===== src/rtl/fetch_sequencer_pkg.sv =====
`timescale 1ns/1ps
// Package: fetch_sequencer_pkg
// Purpose: shared definitions for the instruction fetch sequencer. Holds the
//          state width, the state encodings, and a helper that tells whether
//          a state carries an instruction in flight.
package fetch_sequencer_pkg;

  localparam int STATE_W = 3;

  // The encodings are fixed so that other blocks and debug tools can decode
  // the state bus directly.
  typedef enum logic [STATE_W-1:0] {
    ST_IDLE  = 3'd0,
    ST_FETCH = 3'd1,
    ST_ISSUE = 3'd2,
    ST_EXEC  = 3'd3,
    ST_HALT  = 3'd4,
    ST_FAULT = 3'd5
  } state_e;

  // True while an instruction is being fetched, issued or executed.
  function automatic logic in_flight(input state_e s);
    return (s == ST_FETCH) || (s == ST_ISSUE) || (s == ST_EXEC);
  endfunction

endpackage


===== src/rtl/fetch_sequencer_wait.sv =====
`timescale 1ns/1ps
// Module: wait_timer
// Purpose: counts consecutive enabled cycles. It flags 'expired' while the
//          count is at TIMEOUT-1, which is the last cycle a caller may still
//          be satisfied before it declares a timeout.
// Ports:
//   clk      in   rising-edge clock
//   rst      in   asynchronous reset, active-high
//   clear    in   return the count to zero (has priority over enable)
//   enable   in   count this cycle
//   expired  out  count has reached TIMEOUT-1
module wait_timer #(
  parameter int TIMEOUT = 15
) (
  input  logic clk,
  input  logic rst,
  input  logic clear,
  input  logic enable,
  output logic expired
);

  localparam int CW = $clog2(TIMEOUT + 1);

  logic [CW-1:0] count;

  // NOTE: sequential state uses non-blocking assignments so every register
  // samples the values from before the edge, independent of statement order.
  always_ff @(posedge clk or posedge rst) begin
    if (rst) begin
      count <= '0;
    end else if (clear) begin
      count <= '0;
    end else if (enable) begin
      count <= count + CW'(1);
    end
  end

  assign expired = (count == CW'(TIMEOUT - 1));

endmodule


===== src/rtl/fetch_sequencer.sv =====
`timescale 1ns/1ps
// Module: fetch_sequencer
// Purpose: control FSM that fetches an instruction at the current PC, hands it
//          to execute over a valid/ready handshake, waits for execute-done and
//          then fetches the next one. Supports halting at an instruction
//          boundary and faults when memory never acknowledges.
// Ports:
//   clk            in   rising-edge clock
//   rst            in   asynchronous reset, active-high
//   start          in   begin fetching (IDLE) / resume (HALT)
//   halt_req       in   stop at the next instruction boundary
//   pc             in   current PC from the external program counter
//   pc_inc         out  increment strobe to the program counter
//   mem_req        out  instruction read request
//   mem_addr       out  read address (pc while mem_req, else 0)
//   mem_ack        in   read data valid this cycle
//   mem_rdata      in   read data
//   instr          out  captured instruction
//   instr_valid    out  instruction offered to execute
//   instr_ready    in   execute accepts the instruction
//   exec_done      in   execute finished the current instruction
//   busy           out  in FETCH, ISSUE or EXEC
//   halted         out  in HALT
//   fault          out  in FAULT (sticky until rst)
//   retired_count  out  completed instructions, wraps to 0
module fetch_sequencer
  import fetch_sequencer_pkg::*;
#(
  parameter int ADDR_WIDTH  = 16,
  parameter int INSTR_WIDTH = 16,
  parameter int TIMEOUT     = 15,
  parameter int CNT_WIDTH   = 16
) (
  input  logic                   clk,
  input  logic                   rst,
  input  logic                   start,
  input  logic                   halt_req,
  input  logic [ADDR_WIDTH-1:0]  pc,
  output logic                   pc_inc,
  output logic                   mem_req,
  output logic [ADDR_WIDTH-1:0]  mem_addr,
  input  logic                   mem_ack,
  input  logic [INSTR_WIDTH-1:0] mem_rdata,
  output logic [INSTR_WIDTH-1:0] instr,
  output logic                   instr_valid,
  input  logic                   instr_ready,
  input  logic                   exec_done,
  output logic                   busy,
  output logic                   halted,
  output logic                   fault,
  output logic [CNT_WIDTH-1:0]   retired_count
);

  state_e state, state_nxt;
  logic   halt_pending, halt_pending_nxt;
  logic   capture;
  logic   retire;
  logic   timer_clear;
  logic   timer_en;
  logic   timer_expired;

  // The timer only runs across consecutive ack-less FETCH cycles; being
  // anywhere else (or getting an ack) holds it at zero, so every FETCH entry
  // starts from a clean count.
  assign timer_en    = (state == ST_FETCH) && !mem_ack;
  assign timer_clear = !timer_en;

  wait_timer #(
    .TIMEOUT (TIMEOUT)
  ) u_wait_timer (
    .clk     (clk),
    .rst     (rst),
    .clear   (timer_clear),
    .enable  (timer_en),
    .expired (timer_expired)
  );

  always_ff @(posedge clk or posedge rst) begin
    if (rst) begin
      state         <= ST_IDLE;
      halt_pending  <= 1'b0;
      instr         <= '0;
      retired_count <= '0;
    end else begin
      state        <= state_nxt;
      halt_pending <= halt_pending_nxt;
      if (capture) begin
        instr <= mem_rdata;
      end
      if (retire) begin
        retired_count <= retired_count + CNT_WIDTH'(1);
      end
    end
  end

  // NOTE: every signal driven here gets a default before the case statement;
  // a path that leaves one unassigned would infer a latch.
  always_comb begin
    state_nxt        = state;
    halt_pending_nxt = halt_pending;
    pc_inc           = 1'b0;
    capture          = 1'b0;
    retire           = 1'b0;

    // A halt request is remembered only while an instruction is in flight;
    // IDLE, HALT and FAULT drop it on the floor.
    if (in_flight(state) && halt_req) begin
      halt_pending_nxt = 1'b1;
    end

    case (state)
      ST_IDLE: begin
        if (start) begin
          state_nxt = ST_FETCH;
        end
      end

      ST_FETCH: begin
        // An ack in the final allowed cycle beats the timeout.
        if (mem_ack) begin
          pc_inc    = 1'b1;
          capture   = 1'b1;
          state_nxt = ST_ISSUE;
        end else if (timer_expired) begin
          state_nxt = ST_FAULT;
        end
      end

      ST_ISSUE: begin
        if (instr_ready) begin
          state_nxt = ST_EXEC;
        end
      end

      ST_EXEC: begin
        // The pending halt is only consulted here, so the instruction in
        // flight always finishes before the sequencer stops.
        if (exec_done) begin
          retire    = 1'b1;
          state_nxt = halt_pending ? ST_HALT : ST_FETCH;
        end
      end

      ST_HALT: begin
        // Resuming clears the pending halt even if halt_req is high in the
        // same cycle, so the sequencer does not bounce straight back.
        if (start) begin
          halt_pending_nxt = 1'b0;
          state_nxt        = ST_FETCH;
        end
      end

      ST_FAULT: begin
        state_nxt = ST_FAULT;
      end

      default: begin
        state_nxt = ST_IDLE;
      end
    endcase
  end

  assign mem_req     = (state == ST_FETCH);
  assign mem_addr    = mem_req ? pc : '0;
  assign instr_valid = (state == ST_ISSUE);
  assign busy        = in_flight(state);
  assign halted      = (state == ST_HALT);
  assign fault       = (state == ST_FAULT);

endmodule

===== config.mk =====
export PLATFORM = sky130hd
export DESIGN_NAME = fetch_sequencer
export DESIGN_NICKNAME = d
export VERILOG_FILES = /design/src/rtl/fetch_sequencer_pkg.sv /design/src/rtl/fetch_sequencer_wait.sv /design/src/rtl/fetch_sequencer.sv
export SDC_FILE = /design/constraint.sdc
export NUM_CORES = 1
export LEC_CHECK = 0
export CAP_MARGIN = 0
export CORE_UTILIZATION = 41
export DETAILED_ROUTE_END_ITERATION = 8
export HOLD_SLACK_MARGIN = 0.03
export PLACE_DENSITY = 0.85
export SLEW_MARGIN = 10
export SYNTH_ARGS = -nofsm -noshare
export SYNTH_HDL_FRONTEND = slang
export SYNTH_SLANG_ARGS = --single-unit

===== constraint.sdc =====
create_clock -name clk -period 2.1 [get_ports clk]
set_input_delay 0.525 -clock clk [delete_from_list [all_inputs] [get_ports clk]]
set_output_delay 0.525 -clock clk [all_outputs]
set_load 0.005 [all_outputs]

==> flow_summary.json <==
{
  "ys_ff_latch": 40,
  "dieArea_um2": 5070,
  "firstDrtPassIters": 8,
  "critical_path_required_ns": 1.57,
  "gp_congestion": 0.821,
  "finalHoldViolCount": 0,
  "die-width_um": 71.2,
  "finalSetupViolCount": 1,
  "reg2reg_depth": 7,
  "grt_pass1_wl_um": 7880,
  "clk_pin_slew_ns": 0.07,
  "rrSetupSlack_ns": 0.35,
  "synth.top_cell.area_share": 0.510,
  "async_flop_share": 1.00,
  "core_area_um2": 4470,
  "via_per_inst": 4.99,
  "syn-num-nets": 210,
  "rr_endpoint": "state[2]$_DFFE_PP0P_",
  "drive_above_1_share": 0.216,
  "synth_top_area_cell": "dfrtp_1",
  "cts_tree": "built",
  "num_rows": 24,
  "slew_violations": 0,
  "cp_max_fo": 6,
  "ys_seq_area_frac": 0.510,
  "ir_worst_vdd_v": 0.000632,
  "first_iter_violations": 89,
  "num_io_pins": 93,
  "clockRootBuffer": "clkbuf_8",
  "critical_path_class": "flop to primary output",
  "synthFlopType": "dfrtp_1",
  "slew_headroom": 0.670,
  "io_buffer_count": 92,
  "synth_warnings": 0,
  "wl_per_cell_um": 13.9,
  "layout_min_cycle_time_ns": 2.10,
  "timing_worst_slew_pin_value_ns": 0.494,
  "drc": 6,
  "outcome": "finished, violations left",
  "synthTopCellsByArea": "dfrtp_1, xnor2_1, and2_1",
  "p_leak_uw": 0.00143,
  "diodes": 0,
  "reg2reg_from": "state[1]$_DFFE_PP0P_",
  "clock_skew_ns": 0.00473,
  "vias": 1671,
  "power_density_nw_per_um2": 1140,
  "worstPathArrival_ns": 1.58,
  "hp-start": "retired_count[15]$_DFFE_PP0P_",
  "stdcell_area_um2": 3170,
  "worst_setup_path_end_kind": "primary output",
  "numCtsBuffers": 5,
  "postRouteAntennaNets": 0,
  "syn2layout_area_growth_pct": 61.5,
  "ctsHoldBuffers": 0,
  "place_area_um2": 2960,
  "holdPathEnd": "retired_count[15]$_DFFE_PP0P_",
  "drv_cap": 0,
  "routed_wl_um": 4650,
  "antenna_found_initial": 0,
  "grt_setup_unrepaired": "true",
  "fmax_mhz": 476,
  "insertion_delay_ns": 0.29,
  "grt_overflow_total": 0,
  "grt_max_degree": 41,
  "grt_pass1_vias": 1726,
  "ys_types": 36,
  "synthCells": 168,
  "synth_edf_count": 0,
  "synth_area_per_cell_um2": 11.7,
  "finish.net_count": 324,
  "startpoint_type": "flop",
  "finalWorstSetupSlack_ns": -0.00217,
  "clock_path_buffers": 2,
  "period_share": 1.00,
  "hold_path.class": "flop to flop",
  "die_h_um": 71.2,
  "violations": "DRC, setup timing",
  "cts_max_level": 2,
  "synth_area_um2": 1960,
  "cts_sinks": 40,
  "dp_hpwl_um": 3330,
  "start_util": 0.439,
  "whs_path_depth": 1,
  "whs_ns": 0.488,
  "grt_use_total": 0.199
}
-- registers in the layout, indices dropped and copies added, names as in the netlist --
signal and cells:
u_wait_timer.count 4, retired_count 16, halt_pending 1, instr 16, state 3
-- synth_stat cells (all sizes together) (2+ instances only) --
cell type  number
ha              3
nor4            3
nor2           10
nor3            5
xor2            3
inv             7
and2           18
buf             5
nand3           7
nand2          12
or2             2
dfrtp          40
o21ai           2
a21oi           2
nand4           5
nor2b           2
xnor2          14
mux2           17
-- area by class of cell --
type / count / area, µm²
Clock inverter: 1 / 30.0
Timing Repair Buffer: 110 / 1030
Inverter: 7 / 28.8
Multi-Input combinational cell: 115 / 897
Clock buffer: 7 / 96.3
Fill cell: 355 / 1300
Sequential cell: 40 / 1000
Tap cell: 52 / 65.1
Timing Repair inverter: 3 / 22.5
-- worst max-delay path by stage --
stage,end,cells past startpoint,from,slack [ns]
after global placement,pc_inc,3,mem_ack,-0.07
after floorplan,pc_inc,7,state[1]$_DFFE_PP0P_,0.37
final,mem_addr[12],5,state[0]$_DFFE_PP0P_,-0.002
after global routing,mem_addr[1],5,state[0]$_DFFE_PP0P_,-0.07
after CTS,mem_addr[7],6,state[0]$_DFFE_PP0P_,-0.07
after detailed placement,pc_inc,3,mem_ack,-0.07
-- power by group --
part	internal (µW)	switching, µW	total, µW
Combinational	1110	660	1770
Sequential	1000	163	1160
Clock	419	261	681
Total	2530	1080	3610
-- cells in the final DEF (no fill, tap or decap), types with 2 or more instances in the layout --
cell type,instances
a21oi_1,2
and2_1,17
buf_4,17
clkbuf_8,7
clkdlybuf4s50_1,72
clkinvlp_4,3
dfrtp_1,39
dlygate4sd2_1,17
ha_1,3
inv_1,6
mux2_2,10
mux2_4,7
nand2_1,11
nand3_1,7
nand4_1,5
nor2_1,7
nor2_2,3
nor3_1,5
o21ai_0,2
xnor2_1,14
xor2_1,3
-- cell families after synthesis --
family,count (synthesis),synth area share
compound gates,8,0.0274
fa+ha+maj,3,0.0191
buf+inv,13,0.0421
flops,40,0.510
mux,17,0.111
simple gates,70,0.215
xor+xnor,17,0.0758
-- worst max-delay path, cell delays in order (launching register included) --
cell	delay (ns)
dfrtp_2	0.45
nand2_4	0.16
clkinvlp_4	0.13
buf_4	0.15
and2_1	0.14
dlygate4sd2_1	0.26
-- timing repair --
action,in CTS,in global routing
gates cloned,3,0
buffers inserted,7,2
gates resized for setup,28,8
endpoints found under the setup margin,20,13
pin swaps,2,2
-- per-stage QoR --
stage	power [µW]	setup slack [ns]	utilization	setup TNS, ns	instances
after floorplan	1940	0.374	-	0	168
after global placement	2770	-0.0696	0.662	-0.0998	315
after detailed placement	2810	-0.0689	0.662	-0.237	315
after CTS	3600	-0.0666	0.706	-0.255	333
after global routing	3850	-0.0711	0.709	-0.532	335
final	3610	-0.00217	0.709	-0.00217	335
-- per-layer routing --
metal | routed length, µm | share of wire | global-route usage
met2 | 2470 | 0.53 | 0.359
met1 | 1780 | 0.38 | 0.227
met5 | 0 | 0 | 0
met4 | 52 | 0.011 | 0.0556
met3 | 352 | 0.076 | 0.0598
No activity file was read; power rests on OpenSTA's default activity.
